<file path="src/rtl/rv_core_pkg.sv">
// Shared core-wide constants for the instruction-fetch path.
package rv_core_pkg;

  localparam int unsigned INST_SIZE  = 32;
  localparam int unsigned PC_SIZE    = 32;
  localparam logic [31:0] RESET_PC   = 32'h0000_0000;
  localparam logic [31:0] NOP        = 32'h0000_0013;  // addi x0, x0, 0
  localparam int unsigned INST_BYTES = 4;

endpackage

</file>
<file path="src/rtl/fetch_queue.sv">
// Synchronous FIFO holding fetched {pc, inst} pairs; flush beats push and pop.
module fetch_queue #(
  parameter int unsigned Width = 64,
  parameter int unsigned Depth = 2
) (
  input  logic                     clk_i,
  input  logic                     rst_ni,
  input  logic                     push_i,
  input  logic                     pop_i,
  input  logic                     flush_i,
  input  logic [Width-1:0]         wdata_i,
  output logic [Width-1:0]         rdata_o,
  output logic [$clog2(Depth):0]   count_o,
  output logic                     full_o,
  output logic                     empty_o
);

  localparam int unsigned AW = $clog2(Depth);
  localparam int unsigned CW = AW + 1;

  logic [Width-1:0] mem_q [Depth];
  logic [AW-1:0]    wr_ptr_q, wr_ptr_d;
  logic [AW-1:0]    rd_ptr_q, rd_ptr_d;
  logic [CW-1:0]    count_q, count_d;
  logic             do_push, do_pop;

  assign full_o  = (count_q == CW'(Depth));
  assign empty_o = (count_q == '0);
  assign count_o = count_q;
  assign rdata_o = mem_q[rd_ptr_q];

  // Guard against overflow/underflow; a pop frees a slot for a same-cycle push.
  assign do_pop  = pop_i & ~empty_o;
  assign do_push = push_i & (~full_o | do_pop);

  // Next-state for pointers and occupancy.
  always_comb begin
    wr_ptr_d = wr_ptr_q;
    rd_ptr_d = rd_ptr_q;
    count_d  = count_q;
    if (flush_i) begin
      wr_ptr_d = '0;
      rd_ptr_d = '0;
      count_d  = '0;
    end else begin
      if (do_push) wr_ptr_d = wr_ptr_q + AW'(1);
      if (do_pop)  rd_ptr_d = rd_ptr_q + AW'(1);
      if (do_push && !do_pop) begin
        count_d = count_q + CW'(1);
      end else if (!do_push && do_pop) begin
        count_d = count_q - CW'(1);
      end
    end
  end

  // Pointer and occupancy registers; reset empties the queue immediately.
  always_ff @(posedge clk_i or negedge rst_ni) begin
    if (!rst_ni) begin
      wr_ptr_q <= '0;
      rd_ptr_q <= '0;
      count_q  <= '0;
    end else begin
      wr_ptr_q <= wr_ptr_d;
      rd_ptr_q <= rd_ptr_d;
      count_q  <= count_d;
    end
  end

  // Entry storage; contents are only observed through a nonzero count, so no reset.
  always_ff @(posedge clk_i) begin
    if (do_push && !flush_i) begin
      mem_q[wr_ptr_q] <= wdata_i;
    end
  end

endmodule

</file>
<file path="src/rtl/fetch_unit.sv">
// Fetch front end: owns the PC, queues fetched words, handles execute redirects.
module fetch_unit
  import rv_core_pkg::*;
#(
  parameter int unsigned          INST_SIZE  = rv_core_pkg::INST_SIZE,
  parameter int unsigned          PC_SIZE    = rv_core_pkg::PC_SIZE,
  parameter logic [PC_SIZE-1:0]   RESET_PC   = rv_core_pkg::RESET_PC,
  parameter int unsigned          FIFO_DEPTH = 2
) (
  input  logic                          clk_i,
  input  logic                          rst_ni,
  input  logic                          fetch_en_i,
  input  logic                          redirect_valid_i,
  input  logic [PC_SIZE-1:0]            redirect_pc_i,
  output logic [PC_SIZE-1:0]            imem_pc_o,
  input  logic [INST_SIZE-1:0]          imem_inst_i,
  output logic                          dec_valid_o,
  input  logic                          dec_ready_i,
  output logic [INST_SIZE-1:0]          dec_inst_o,
  output logic [PC_SIZE-1:0]            dec_pc_o,
  output logic [PC_SIZE-1:0]            dec_pc_plus4_o,
  output logic                          misalign_err_o,
  output logic [$clog2(FIFO_DEPTH):0]   fifo_count_o
);

  localparam int unsigned EntryW = PC_SIZE + INST_SIZE;

  logic [PC_SIZE-1:0] pc_q, pc_d;
  logic               misalign_q, misalign_d;
  logic               pop, push, can_push;
  logic               q_full, q_empty;
  logic [EntryW-1:0]  q_rdata;

  assign imem_pc_o   = pc_q;
  assign dec_valid_o = ~q_empty;

  assign pop      = dec_valid_o & dec_ready_i;
  assign can_push = ~q_full | pop;
  assign push     = fetch_en_i & can_push & ~redirect_valid_i;

  fetch_queue #(
    .Width (EntryW),
    .Depth (FIFO_DEPTH)
  ) u_fetch_queue (
    .clk_i   (clk_i),
    .rst_ni  (rst_ni),
    .push_i  (push),
    .pop_i   (pop & ~redirect_valid_i),
    .flush_i (redirect_valid_i),
    .wdata_i ({pc_q, imem_inst_i}),
    .rdata_o (q_rdata),
    .count_o (fifo_count_o),
    .full_o  (q_full),
    .empty_o (q_empty)
  );

  // Present the head, or a NOP at PC 0 while the queue is empty.
  always_comb begin
    dec_inst_o = INST_SIZE'(NOP);
    dec_pc_o   = '0;
    if (dec_valid_o) begin
      dec_inst_o = q_rdata[INST_SIZE-1:0];
      dec_pc_o   = q_rdata[INST_SIZE +: PC_SIZE];
    end
    dec_pc_plus4_o = dec_pc_o + PC_SIZE'(INST_BYTES);
  end

  // PC advance and redirect arbitration; redirect wins and drops the low two bits.
  always_comb begin
    pc_d       = pc_q;
    misalign_d = misalign_q;
    if (redirect_valid_i) begin
      pc_d = {redirect_pc_i[PC_SIZE-1:2], 2'b00};
      if (redirect_pc_i[1:0] != 2'b00) misalign_d = 1'b1;
    end else if (push) begin
      pc_d = pc_q + PC_SIZE'(INST_BYTES);
    end
  end

  // PC and sticky misalignment flag.
  always_ff @(posedge clk_i or negedge rst_ni) begin
    if (!rst_ni) begin
      pc_q       <= RESET_PC;
      misalign_q <= 1'b0;
    end else begin
      pc_q       <= pc_d;
      misalign_q <= misalign_d;
    end
  end

  assign misalign_err_o = misalign_q;

endmodule

</file>
<file path="config.mk">
export PLATFORM = sky130hd
export DESIGN_NAME = fetch_unit
export DESIGN_NICKNAME = d
export VERILOG_FILES = /design/src/rtl/rv_core_pkg.sv /design/src/rtl/fetch_queue.sv /design/src/rtl/fetch_unit.sv
export SDC_FILE = /design/constraint.sdc
export NUM_CORES = 1
export LEC_CHECK = 0
export BUFFER_PORTS_ARGS = -buffer_cell sky130_fd_sc_hd__buf_2
export CORE_MARGIN = 2
export CORE_UTILIZATION = 53
export DETAILED_ROUTE_END_ITERATION = 7
export GPL_ROUTABILITY_DRIVEN = 0
export HOLD_SLACK_MARGIN = 0.02
export PLACE_DENSITY = 0.86
export SYNTH_ARGS = -nofsm -noshare
export SYNTH_HDL_FRONTEND = slang
export SYNTH_SLANG_ARGS = --single-unit
</file>
<file path="constraint.sdc">
create_clock -name clk_i -period 6.83 [get_ports clk_i]
set_input_delay 1.0245 -clock clk_i [delete_from_list [all_inputs] [get_ports clk_i]]
set_output_delay 1.0245 -clock clk_i [all_outputs]
set_load 0.05 [all_outputs]
</file>
Word level (Yosys, flattened, before mapping)
Memory sizes are Yosys's and may differ from the RTL's.
Index checks and enable logic that the tools add are counted.
{"block": "classes", "n_addsub": 6, "mux": 13, "bitwise_logic": 11, "reduce_logical": 13, "n_eq_ne": 1}
{"operator": "$mux 32", "n": 4}
{"operator": "$add 32x3->32 const B", "n": 2}
{"operator": "$reduce_bool 2->1", "n": 4}
{"operator": "$and 1x1->1", "n": 6}
{"operator": "$mux 1", "n": 6}
{"operator": "$mux 2", "n": 3}
{"operator": "$logic_and 1x1->1", "n": 3}
{"operator": "$logic_not 1->1", "n": 3}
{"operator": "$not 1->1", "n": 3}
{"operator": "$reduce_bool 3->1", "n": 1}
{"operator": "$add 1x1->1 const B", "n": 2}
{"operator": "$add 2x1->2 const B", "n": 1}
{"operator": "$eq 2x2->1 const B", "n": 1}
{"operator": "$logic_not 2->1", "n": 1}
{"operator": "$or 1x1->1", "n": 2}
{"operator": "$reduce_and 2->1", "n": 1}
{"operator": "$sub 2x1->2 const B", "n": 1}
{"block": "totals", "mem_count": 1, "reg_bits": 37, "ramBits": 128}
{"memory": "u_fetch_queue.mem_q", "depth": 2, "word_bits": 64, "rd": 1, "rd_clocked_by_memory_dff": 0, "write_ports": 1, "line_no": "fetch_queue.sv:21", "rtl": "logic [Width-1:0] mem_q [Depth];"}

Logic depth before layout (Yosys ltp)
Gate-level depths: netlist (run 1).
{"block": "depth", "ltp_word": 12, "depth_mapped": 10, "mapped_depth_nobuf": 7}

Hierarchy
A second synthesis (run 1) with hierarchy kept.
{"block": "hier_totals", "cells_unflattened": 607, "hier_area_um2": 7766.2}
{"mod": "fetch_queue", "area_per_inst_um2": 4853.4, "instances": 1, "seq_area_each_um2": 3943.8, "cells_each": 224}
{"mod": "fetch_unit", "area_per_inst_um2": 2912.8, "instances": 1, "seq_area_each_um2": 775.7, "cells_each": 383}

Least setup slack after synthesis (run 1)
No wires, ideal clock.
{"block": "synth_path", "path_kind": "input -> register", "start": "input port dec_ready_i", "end": "memory u_fetch_queue.mem_q[1][0], enable pin", "required_ps": 6259, "t_arrival_ps": 6018, "path_stages": 4, "path_buffers": 1, "setup_slack_ps": 241, "path_cell_list": "or3b_1 buf_2 nand2_1 nor3b_1"}
{"block": "synth_via", "elab_chain_cells": 8}
{"element": "from (decl)", "line_no": "fetch_unit.sv:18", "rtl": "input logic dec_ready_i,"}
{"element": "$and 1x1->1 (*)", "line_no": "fetch_unit.sv:37", "rtl": "assign pop = dec_valid_o & dec_ready_i;"}
{"element": "$or 1x1->1 / $and 1x1->1 (equally long branches)", "line_no": "fetch_unit.sv:38, fetch_unit.sv:48"}
{"element": "$and 1x1->1, on equally long branches", "line_no": "fetch_unit.sv:39, fetch_queue.sv:33"}
{"element": "$and 1x1->1 / $or 1x1->1 (equally long branches)", "line_no": "fetch_unit.sv:39, fetch_queue.sv:34"}
{"element": "$and 1x1->1 (*)", "line_no": "fetch_queue.sv:34", "rtl": "assign do_push = push_i & (~full_o | do_pop);"}
{"element": "$logic_and 1x1->1 (*)", "line_no": "fetch_queue.sv:71", "rtl": "if (do_push && !flush_i) begin"}
{"element": "$mux 1 (*)", "line_no": "fetch_queue.sv:71"}
{"element": "$mux 1 (not written as such) (*)", "line_no": "fetch_queue.sv:72", "rtl": "mem_q[wr_ptr_q] <= wdata_i;"}
{"element": "to (decl)", "line_no": "fetch_queue.sv:21"}
Every way passes the cells marked *; elsewhere a longest branch is shown, timed or not.

Final worst setup path (run 1)
{"block": "layout_path", "start": "register u_fetch_queue.rd_ptr_q", "end": "output port dec_pc_plus4_o[26]"}
{"block": "layout_via", "elab_chain_cells": 3}
{"element": "from (decl)", "line_no": "fetch_queue.sv:23", "rtl": "logic [AW-1:0] rd_ptr_q, rd_ptr_d;"}
{"element": "from (signal assigned)", "line_no": "fetch_queue.sv:64", "rtl": "rd_ptr_q <= rd_ptr_d;"}
{"element": "$mem_v2 2x64"}
{"element": "$mux 32", "line_no": "fetch_unit.sv:61", "rtl": "if (dec_valid_o) begin"}
{"element": "$add 32x3->32", "line_no": "fetch_unit.sv:65", "rtl": "dec_pc_plus4_o = dec_pc_o + PC_SIZE'(INST_BYTES);"}
{"element": "to (decl)", "line_no": "fetch_unit.sv:21", "rtl": "output logic [PC_SIZE-1:0] dec_pc_plus4_o,"}
Every way passes these cells.

==> results of run 1 <==
==> synthesized netlist by cell type (8+ instances only) <==
| library cell | number | area share [%] |
|---|---|---|
| edfxtp_1 | 124 | 50 |
| nor2_1 | 70 | 3.5 |
| mux2i_1 | 62 | 8.3 |
| nand2_1 | 52 | 2.6 |
| dfrtp_1 | 35 | 12 |
| xnor2_1 | 30 | 3.5 |
| o21ai_0 | 29 | 1.9 |
| xor2_1 | 29 | 3.4 |
| nand3_1 | 27 | 1.8 |
| nor3_1 | 24 | 1.6 |
| nand4_1 | 14 | 1.2 |
| buf_2 | 13 | 0.87 |
| inv_1 | 10 | 0.50 |
| buf_4 | 9 | 0.90 |
| clkbuf_1 | 8 | 0.40 |
==> layout make-up <==
class	count	area (sq um)
fill	1062	4710
sequential	159	4603
multi-input combinational	405	2674
timing repair buffer	198	1001
clock buffer	20	446.7
tap	180	225.2
clock inverter	12	183.9
inverter	10	37.54
==> path summary, 6_finish.rpt <==
| check | start | endpoint | slack (ns) | depth (start not counted) |
|---|---|---|---|---|
| max reg2reg | u_fetch_queue.count_o[1]$_DFFE_PN0P_ | u_fetch_queue.mem_q[0][9]$_DFFE_PP_ | 3.99 | 4 |
| min in group asynchronous | rst_ni | imem_pc_o[25]$_DFFE_PN0N_ | 0.68 | 1 |
| min reg2reg | misalign_err_o$_DFFE_PN0P_ | misalign_err_o$_DFFE_PN0P_ | 0.47 | 1 |
| max | u_fetch_queue.rd_ptr_q$_DFFE_PN0P_ | dec_pc_plus4_o[26] | 2.16 | 7 |
| min | misalign_err_o$_DFFE_PN0P_ | misalign_err_o$_DFFE_PN0P_ | 0.47 | 1 |
| max in group asynchronous | rst_ni | u_fetch_queue.rd_ptr_q$_DFFE_PN0P_ | 5.57 | 1 |
==> power by group <==
group / leakage, nW / total, mW / switching, mW / internal, mW
clock: 0.290 / 0.999 / 0.375 / 0.624
combinational: 1.79 / 0.463 / 0.348 / 0.116
sequential: 1.57 / 1.16 / 0.0588 / 1.11
==> cells by family (layout without fill, tap and decap cells) <==
kind of cell	after synthesis	after routing	share of synthesized area [%]
AOI/OAI and AO/OA	41	41	3.298
xor gates and xnor gates	59	59	6.880
adders and majority gates	2	2	0.3331
buffers and inverters	48	240	3.615
DFF	159	159	61.24
muxes	65	65	8.712
other	1	6	0.04993
and+or+nand+nor	232	232	15.88
==> sequential cells by signal, indices dropped and copies added (netlist names) <==
name and flops:
u_fetch_queue.mem_q 124, imem_pc_o 30, u_fetch_queue.count_o 2, misalign_err_o 1
u_fetch_queue.rd_ptr_q 1, u_fetch_queue.wr_ptr_q 1
==> routing by layer <==
| metal | track usage [%] | up-vias | share of wire [%] |
|---|---|---|---|
| met1 | 29.53 | 2490 | 42 |
| li1 | - | 2556 | - |
| met3 | 6.227 | 36 | 8.1 |
| met2 | 36.12 | 241 | 47 |
| met5 | 0 | - | 0 |
| met4 | 11.01 | 0 | 3.1 |
==> through the flow <==
stage                     hold WS (ns)  utilization, %  power [mW]  setup slack [ns]
after CTS                       0.4683           66.07       2.648             2.145
after floorplan                 0.5193               -       1.529            0.2408
after global placement          0.4461           61.53       1.640             2.693
after global routing            0.5193           66.07       2.724             1.872
final                           0.4686           66.07       2.627             2.157
after detailed placement        0.4478           61.53       1.647             2.614
==> worst max-delay path: stages, from the launching register on <==
cell,delay (ns)
dfrtp_4,0.90
buf_4,0.56
mux2i_1,0.18
nor3_1,0.42
nand4_1,0.31
nor4_2,0.29
xor2_1,0.23
buf_2,0.30
==> impl_results.md, run 1 <==
- Synth Area per Inst: around 12 sq um
- Ys flop type: edfxtp_1
- CP Class: flop to output port
- Max-slew headroom: 28.02%
- Gr ovfl total: 0
- First-pass GRT wire length: 25.70 mm
- CTS buffer count: 17
- CTS tree: built
- Buffers on Ports: 194
- Distinct cells, synth: 43
- RSZ-0062 raised after global routing: no
- Final Hold Viols: 0
- Power per cell area: 286.5 mW/mm^2
- Htree depth: 4
- Ratio of cells with drive above 1 in the final layout: 31.22%
- ANT cells: 0
- DR vias: 5323
- Commonest non-fill, non-tap cells in the layout: buf_2 (194), edfxtp_1 (124), nor2_1 (70)
- Post-synth ARST share: 22.01%
- Row count: 43
- Register area share after synthesis: 61.24%
- # Max-Cap Violations: 0
- Largest net degree at the start of global routing: 65
- Flops & latches, synth: 159
- DR pass1 iterations: 4
- Placed cells: 952
- Worst VDD drop: roughly 0.16 mV
- Hold buffers post-CTS: 0
- Slew Limit Fails: 0
- Post-route cell area: 0.009171 sq mm
- Antenna-violating nets left: 0
- Cell Count, Final, Fillers Out: 984
- Die Ht: 123.0 um
- Syn Std Cell Area: ~0.0075 sq mm
- Post-CTS resize count: 0
- Final period utilization: 68.42%
- Area Overhead vs Synth: 22.11%
- Crit. End Element: output port
- Root Driver: clkbuf_16
- Total GRT Usage: 22.91%
- Clock Skews: approximately 0.0086 ns
- Startpoint types: flop
- DR DRC count: 0
- Post-DP HPWL: 11.60 mm
- Top Ports: 201
- Mapped Cells: 607
- Vias in the first global route: ~5.0k
- Final wirelength: 16.79 mm
- Skew-Pair Late Insertion Delay: between 0.4 and 0.5 ns
- Status: complete, no violations
- Total clock sinks: 159
- Routed WL per cell: 17.06 um
- Core area: about 0.014 sq mm
- Clock buffer depth: 2
- Setup_tns: 0 ns
- Final setup vio count: 0
- Max FO, Critical Path: 48
- Most common cell after layout, fill and taps aside: buf_2
- Placed cell area: 0.008541 sq mm
- Worst Hold Class: flop to flop
- Crit path time final: 4.673 ns
- Worst Tran Pin Value: ~1.1 ns
- Clk slew on worst S/H paths: 0.06 ns
- Leak pwr: 3.642 nW
- Overall die width: 123.0 um
- Max Fclk: about 0.21 GHz
- Nets: between 800 and 900
- Post-synth EDFFs: 124
- Vias/cell: 5.410
- Setup bufs post-CTS: 0
- Req. time, crit path: 5.81 ns
- Iter 0 DRT Violations: ~310
- Initial antenna violation count: 0
- Initial Utilization: between 50% and 60%
- WP data arrival: 3.65 ns
- Die ar.: about 0.015 sq mm
- Synthesis Warnings: 0
(Power assumes the default switching activity.)
==> run 2: changes to the inputs <==
--- a/config.mk
+++ b/config.mk
@@ -7,11 +7,11 @@
 export LEC_CHECK = 0
 export BUFFER_PORTS_ARGS = -buffer_cell sky130_fd_sc_hd__buf_2
 export CORE_MARGIN = 2
-export CORE_UTILIZATION = 53
+export CORE_UTILIZATION = 48
 export DETAILED_ROUTE_END_ITERATION = 7
 export GPL_ROUTABILITY_DRIVEN = 0
 export HOLD_SLACK_MARGIN = 0.02
-export PLACE_DENSITY = 0.86
+export PLACE_DENSITY = 0.83
 export SYNTH_ARGS = -nofsm -noshare
 export SYNTH_HDL_FRONTEND = slang
 export SYNTH_SLANG_ARGS = --single-unit
==> constraint.sdc (replaced) <==
create_clock -name clk_i -period 4 [get_ports clk_i]
set_input_delay 0.6 -clock clk_i [delete_from_list [all_inputs] [get_ports clk_i]]
set_output_delay 0.6 -clock clk_i [all_outputs]
set_load 0.05 [all_outputs]
==> run 2 against run 1 <==
  * First-iteration DRC count rose by 6.7%
  * Clock skew is 0.0012 ns lower
  * Die area is 10% higher
  * Sequential share of layout area fell by 0.37 points
  * Critical endpoint unchanged
  * Sequential cell count stayed put
  * Clock power increased by 44%
  * Combinational power rose by 74%
  * Register-to-register slack got worse by 2.5 ns
  * Largest cell class unchanged
  * Sequential power rose by 72%
  * Global-route usage decreased by 2.3 points
==> impl_results.md, run 2 (synthesis results as in run 1) <==
- Buf/Inv on CP: 2
- Startpoint types: flop
- First-pass GRT wire length: between 20 and 30 mm
- Clock buffer depth: 2
- Largest net degree at the start of global routing: 63
- Initial antenna violation count: 0
- Total GRT Usage: 20.60%
- Pwr Total: 4.238 mW
- Initial Utilization: 49.23%
- Routed WL per cell: 16.90 um
- Crit path time final: 3.790 ns
- Worst VDD drop: 0.2592 mV
- Area Overhead vs Synth: 23.01%
- Cell Count, Final, Fillers Out: 1022
- Die Ht: 129.1 um
- Row count: 45
- Commonest non-fill, non-tap cells in the layout: buf_2 (194), edfxtp_1 (124), nor2_1 (67)
- Ratio of cells with drive above 1 in the final layout: 32.55%
- Skew-Pair Late Insertion Delay: 0.42 ns
- Gr ovfl total: 0
- Nets: 869
- RSZ-0062 raised after global routing: no
- Power per cell area: 458.7 mW/mm^2
- Crit. End Element: output port
- Req. time, crit path: 3.40 ns
- Core area: 0.01526 sq mm
- Setup_tns: 0 ns
- Placed cell area: 0.008707 sq mm
- CP Class: flop to output port
- Worst Tran Pin Value: 0.8271 ns
- Setup ws final: 0.2103 ns
- DR DRC count: 0
- Antenna-violating nets left: 0
- Iter 0 DRT Violations: 333
- Clock Skews: 0.007385 ns
- Slew Limit Fails: 0
- Pre-CTS WS: around 0.53 ns
- Buffers on Ports: 194
- Vias/cell: between 5 and 6
- DR pass1 iterations: 5
- Delay-heaviest family, CP: simple AND/OR/NAND/NOR gates
- Final setup vio count: 0
- Post-route cell area: about 0.009 sq mm
- Placed cells: just under 1k
- Total clock sinks: 159
- Leak pwr: 3.640 nW
- ANT cells: 0
- Crit-path cells: mux2i_1 -> nor2_4 -> ha_1 -> nand4_1 -> buf_4 -> nor4_2 -> xor2_2 -> buf_2
- Overall die width: approximately 130 um
- Hold buffers post-CTS: 0
- WP data arrival: about 3.2 ns
- CTS tree: built
- Vias in the first global route: 4941
- Htree depth: 4
- Final period utilization: approximately 95%
- Final wirelength: 17.27 mm
- Status: complete, no violations
- Number of flip-flops in the largest register: 124
- Max-slew headroom: between 40% and 50%
- Top reg by flops: u_fetch_queue.mem_q
- Max stage delay on crit path: 0.74 ns
- Final Hold Viols: 0
- Top Ports: 201
- Root Driver: clkbuf_16
- Most common cell after layout, fill and taps aside: buf_2
- Slowest CP cell: dfrtp_4
- # Max-Cap Violations: 0
- Max Fclk: 0.2639 GHz
- Max FO, Critical Path: 34
- Worst Hold Class: primary input to asynchronous set/reset pin
- DR vias: ~5.3k
- Die ar.: 0.01666 sq mm
- CTS buffer count: 17
- Post-DP HPWL: 12.49 mm
- Clk slew on worst S/H paths: 0.06 ns
-- run 2: cell types whose count changed in the layout (fill, tap and decap cells not counted), moves of 3 or more --
| cell | delta |
|---|---|
| buf_4 | +7 |
| bufinv_16 | -3 |
| clkinv_1 | +6 |
| clkinv_2 | +4 |
| inv_6 | -3 |
| nor2_1 | -3 |
| xor2_1 | -7 |
| xor2_2 | +7 |
-- run 2: final timing paths --
kind	from	endpoint	slack, ns	cells past startpoint
max	u_fetch_queue.rd_ptr_q$_DFFE_PN0P_	dec_pc_plus4_o[26]	0.21	8
min	rst_ni	imem_pc_o[21]$_DFFE_PN0N_	0.28	1
max reg2reg	u_fetch_queue.count_o[1]$_DFFE_PN0P_	u_fetch_queue.mem_q[1][26]$_DFFE_PP_	1.52	4
min reg2reg	misalign_err_o$_DFFE_PN0P_	misalign_err_o$_DFFE_PN0P_	0.47	1
max in group asynchronous	rst_ni	u_fetch_queue.rd_ptr_q$_DFFE_PN0P_	3.10	1
min in group clk_i	imem_inst_i[6]	u_fetch_queue.mem_q[0][6]$_DFFE_PP_	0.38	1
-- run 2: repair_timing --
item	CTS	global route
buffers inserted	0	0
endpoints found under the hold margin	0	0
setup endpoints to repair	0	4
resized for setup	0	1
-- run 2: metal layers --
| metal | vias up | GRT usage (%) | part of all wire (%) |
|---|---|---|---|
| met1 | 2540 | 27.24 | 44 |
| met2 | 215 | 33.43 | 48 |
| met3 | 14 | 5.574 | 7.7 |
| met4 | 0 | 6.586 | 1.0 |
| met5 | - | 0 | 0 |
| li1 | 2562 | - | - |
-- run 2: final cells by class --
class | count | area, sq um
Inverter | 10 | 37.54
Fill cell | 1222 | 6020
Sequential cell | 159 | 4603
Multi-Input combinational cell | 405 | 2751
Timing Repair Buffer | 205 | 1054
Clock inverter | 15 | 103.9
Clock buffer | 17 | 425.4
Tap cell | 211 | 264.0
-- run 2: metrics by stage --
step	util (%)	hold slack (ns)
global route	60.55	0.3399
CTS	60.53	0.2953
floorplan	-	0.3044
detailed placement	57.06	0.4506
global placement	57.06	0.4471
finish	60.55	0.2750
-- run 2: report_power, final --
group	total, mW	leakage, nW	internal (mW)	switching (mW)
Clock	1.44	0.253	0.836	0.606
Combinational	0.807	1.82	0.203	0.604
Sequential	1.99	1.57	1.89	0.100
Total	4.24	3.64	2.93	1.31
==> run 3: changes to the inputs <==
--- a/config.mk
+++ b/config.mk
@@ -10,6 +10,7 @@
 export CORE_UTILIZATION = 48
 export DETAILED_ROUTE_END_ITERATION = 7
 export GPL_ROUTABILITY_DRIVEN = 0
+export GPL_TIMING_DRIVEN = 0
 export HOLD_SLACK_MARGIN = 0.02
 export PLACE_DENSITY = 0.83
 export SYNTH_ARGS = -nofsm -noshare
==> run 3 against run 2 <==
  * Setup slack gained 0.017 ns
  * Clock skew increased by 0.0029 ns
  * Via count is 2.3% higher
  * Non-clock buffer count increased by 33
  * Global-route usage up 1.2 points
  * Critical path depth up 4
  * Sequential share of layout area fell by 2.0 points
  * Fmax grew 0.44%
  * Register-to-register slack improved by 0.02 ns
  * Cell count up 3.1%
==> impl_results.md, run 3 (synthesis results as in run 1) <==
- Status: complete, no violations
- Switching part of the total power: 30.71%
- R2r setup slk: 1.54 ns
- Initial antenna violation count: 0
- Top reg by flops: u_fetch_queue.mem_q
- Crit path time final: 3.773 ns
- Crit. End Element: output port
- Fin Hold WS: 0.2830 ns
- Pre-CTS WS: 0.1275 ns
- Post-DP HPWL: 14.01 mm
- CTS tree: built
- Ratio of cells with drive above 1 in the final layout: 34.52%
- Clock Skews: 0.01029 ns
- Area of the multi-input gates: 0.002760 sq mm
- Root Driver: clkbuf_16
- Combinational fraction of design power: around a fifth
- Power per cell area: 455.4 mW/mm^2
- Clk slew on worst S/H paths: approximately 0.06 ns
- Number of flip-flops in the largest register: approximately 120
- Final Util: 63.12%
- Largest net degree at the start of global routing: 36
- Iter 0 DRT Violations: between 400 and 500
- Max FO, Critical Path: 10
- Initial Utilization: 49.23%
- Req. time, crit path: about 3.4 ns
- Gr ovfl total: 0
- Worst Tran Pin Value: between 0.8 and 0.9 ns
- Worst Setup EP: dec_pc_plus4_o[16]
- Top Ports: 201
- Worst Hold Class: primary input to asynchronous set/reset pin
- Setup_tns: 0 ns
- Antenna-violating nets left: 0
- CP Class: flop to output port
- Worst-case reg-to-reg path depth: 6
- Commonest non-fill, non-tap cells in the layout: buf_2 (201), edfxtp_1 (124), nor2_1 (68)
- Sequential share of power: between 40 and 50%
- Setup ws final: 0.2268 ns
- Final Hold Viols: 0
- Power share of the clock group: 35.2%
- Buffers on Ports: 192
- Worst VDD drop: 0.2706 mV
- CTS buffer count: 17
- Most common cell after layout, fill and taps aside: buf_2
- Die Ht: 129.1 um
- Slew Limit Fails: 0
- DR vias: between 5k and 6k
- Skew-Pair Late Insertion Delay: 0.41 ns
- Max Fclk: roughly 0.27 GHz
- Pwr Total: ~4.4 mW
- Startpoint types: flop
- Clock buffer depth: 2
- Number of fill cells: 1180
- Total GRT Usage: around 22%
- Final setup vio count: 0
- RR Endpoint: u_fetch_queue.mem_q[0][1]$_DFFE_PP_
- # Max-Cap Violations: 0
- Overall die width: 129.1 um
- Max-slew headroom: 45.02%
- WP data arrival: 3.17 ns
- DR DRC count: 0
- Critical Path Source: u_fetch_queue.count_o[0]$_DFFE_PN0P_
- Vias in the first global route: 5136
- Hold buffers post-CTS: 0
- Nets: about 900
- RSZ-0062 raised after global routing: no
- Final wirelength: 18.20 mm
- Area Overhead vs Synth: 28.22%
- Leak pwr: 3.817 nW
- Vias/cell: 5.175
- Total clock sinks: 159
- First-pass GRT wire length: 27.21 mm
- DR pass1 iterations: 7
- R2r startpoint: u_fetch_queue.count_o[1]$_DFFE_PN0P_
- Pint: 3.039 mW
- Final period utilization: between 90 and 100%
- Sw Pwr: 1.347 mW
- Row count: 45
- Routed WL per cell: around 17 um
- Register area: between 0.004 and 0.005 sq mm
- ANT cells: 0
- Core area: 0.01526 sq mm
- Htree depth: 4
- Die ar.: 0.01666 sq mm
-- run 3: changes by cell type in the layout (fill, tap and decap cells not counted), sizes merged --
cell,change
buf,+20
clkinvlp,+2
bufinv,+1
clkbuf,+14
clkinv,-8
inv,+3
-- run 3: metal layers --
layer  wire, um  global-route usage (%)  share of wire (%)  vias to the layer above
met5          0                       0                  0                        -
met4        178                   6.074               0.98                        0
met3       1392                   5.656                7.7                       10
met2       8879                   36.66                 49                      229
met1       7746                   28.13                 43                     2585
li1           -                       -                  -                     2630
-- run 3: worst max-delay path, stage by stage, from the launching register on --
cell,delay (ns)
dfrtp_2,0.45
nor2_4,0.28
buf_4,0.25
buf_2,0.24
clkbuf_4,0.28
nor2_4,0.07
ha_1,0.27
nand4_1,0.10
buf_4,0.14
buf_6,0.16
nor3_1,0.07
xnor2_1,0.15
buf_2,0.29
-- run 3: area by class of cell --
cell class	count	area share, %
Timing Repair Buffer	200	12.03
Multi-Input combinational cell	405	28.66
Clock inverter	13	1.429
Clock buffer	18	4.456
Buffer	38	2.507
Tap cell	211	2.741
Sequential cell	159	47.78
Inverter	10	0.3898
-- run 3: through the flow --
stage	cells	area, sq um
CTS	1053	9598
detailed placement	1022	9020
global placement	1015	8840
finish	1054	9630
global route	1054	9630
floorplan	612	7615
-- run 3: power groups by stage --
| stage | clock [mW] | combinational (mW) | sequential (mW) |
|---|---|---|---|
| floorplan | 0 | 0.528 | 2.09 |
| global placement | 0 | 0.838 | 2.00 |
| detailed placement | 0 | 0.872 | 2.00 |
| CTS | 1.56 | 0.875 | 1.97 |
| global route | 1.64 | 0.923 | 1.98 |
| finish | 1.54 | 0.872 | 1.97 |
-- run 3: worst min path at each step --
stage,startpoint,end,cells past startpoint
floorplan,rst_ni,imem_pc_o[10]$_DFFE_PN0N_,0
global placement,misalign_err_o$_DFFE_PN0P_,misalign_err_o$_DFFE_PN0P_,1
detailed placement,misalign_err_o$_DFFE_PN0P_,misalign_err_o$_DFFE_PN0P_,1
CTS,rst_ni,imem_pc_o[19]$_DFFE_PN0N_,1
global route,rst_ni,imem_pc_o[19]$_DFFE_PN0N_,1
finish,rst_ni,imem_pc_o[19]$_DFFE_PN0N_,1
-- run 3: what timing repair did --
| action | 4_1_cts | 5_1_grt |
|---|---|---|
| pin swaps | 0 | 0 |
| resized for setup | 3 | 9 |
| setup buffers | 0 | 1 |
| setup endpoints to repair | 11 | 10 |
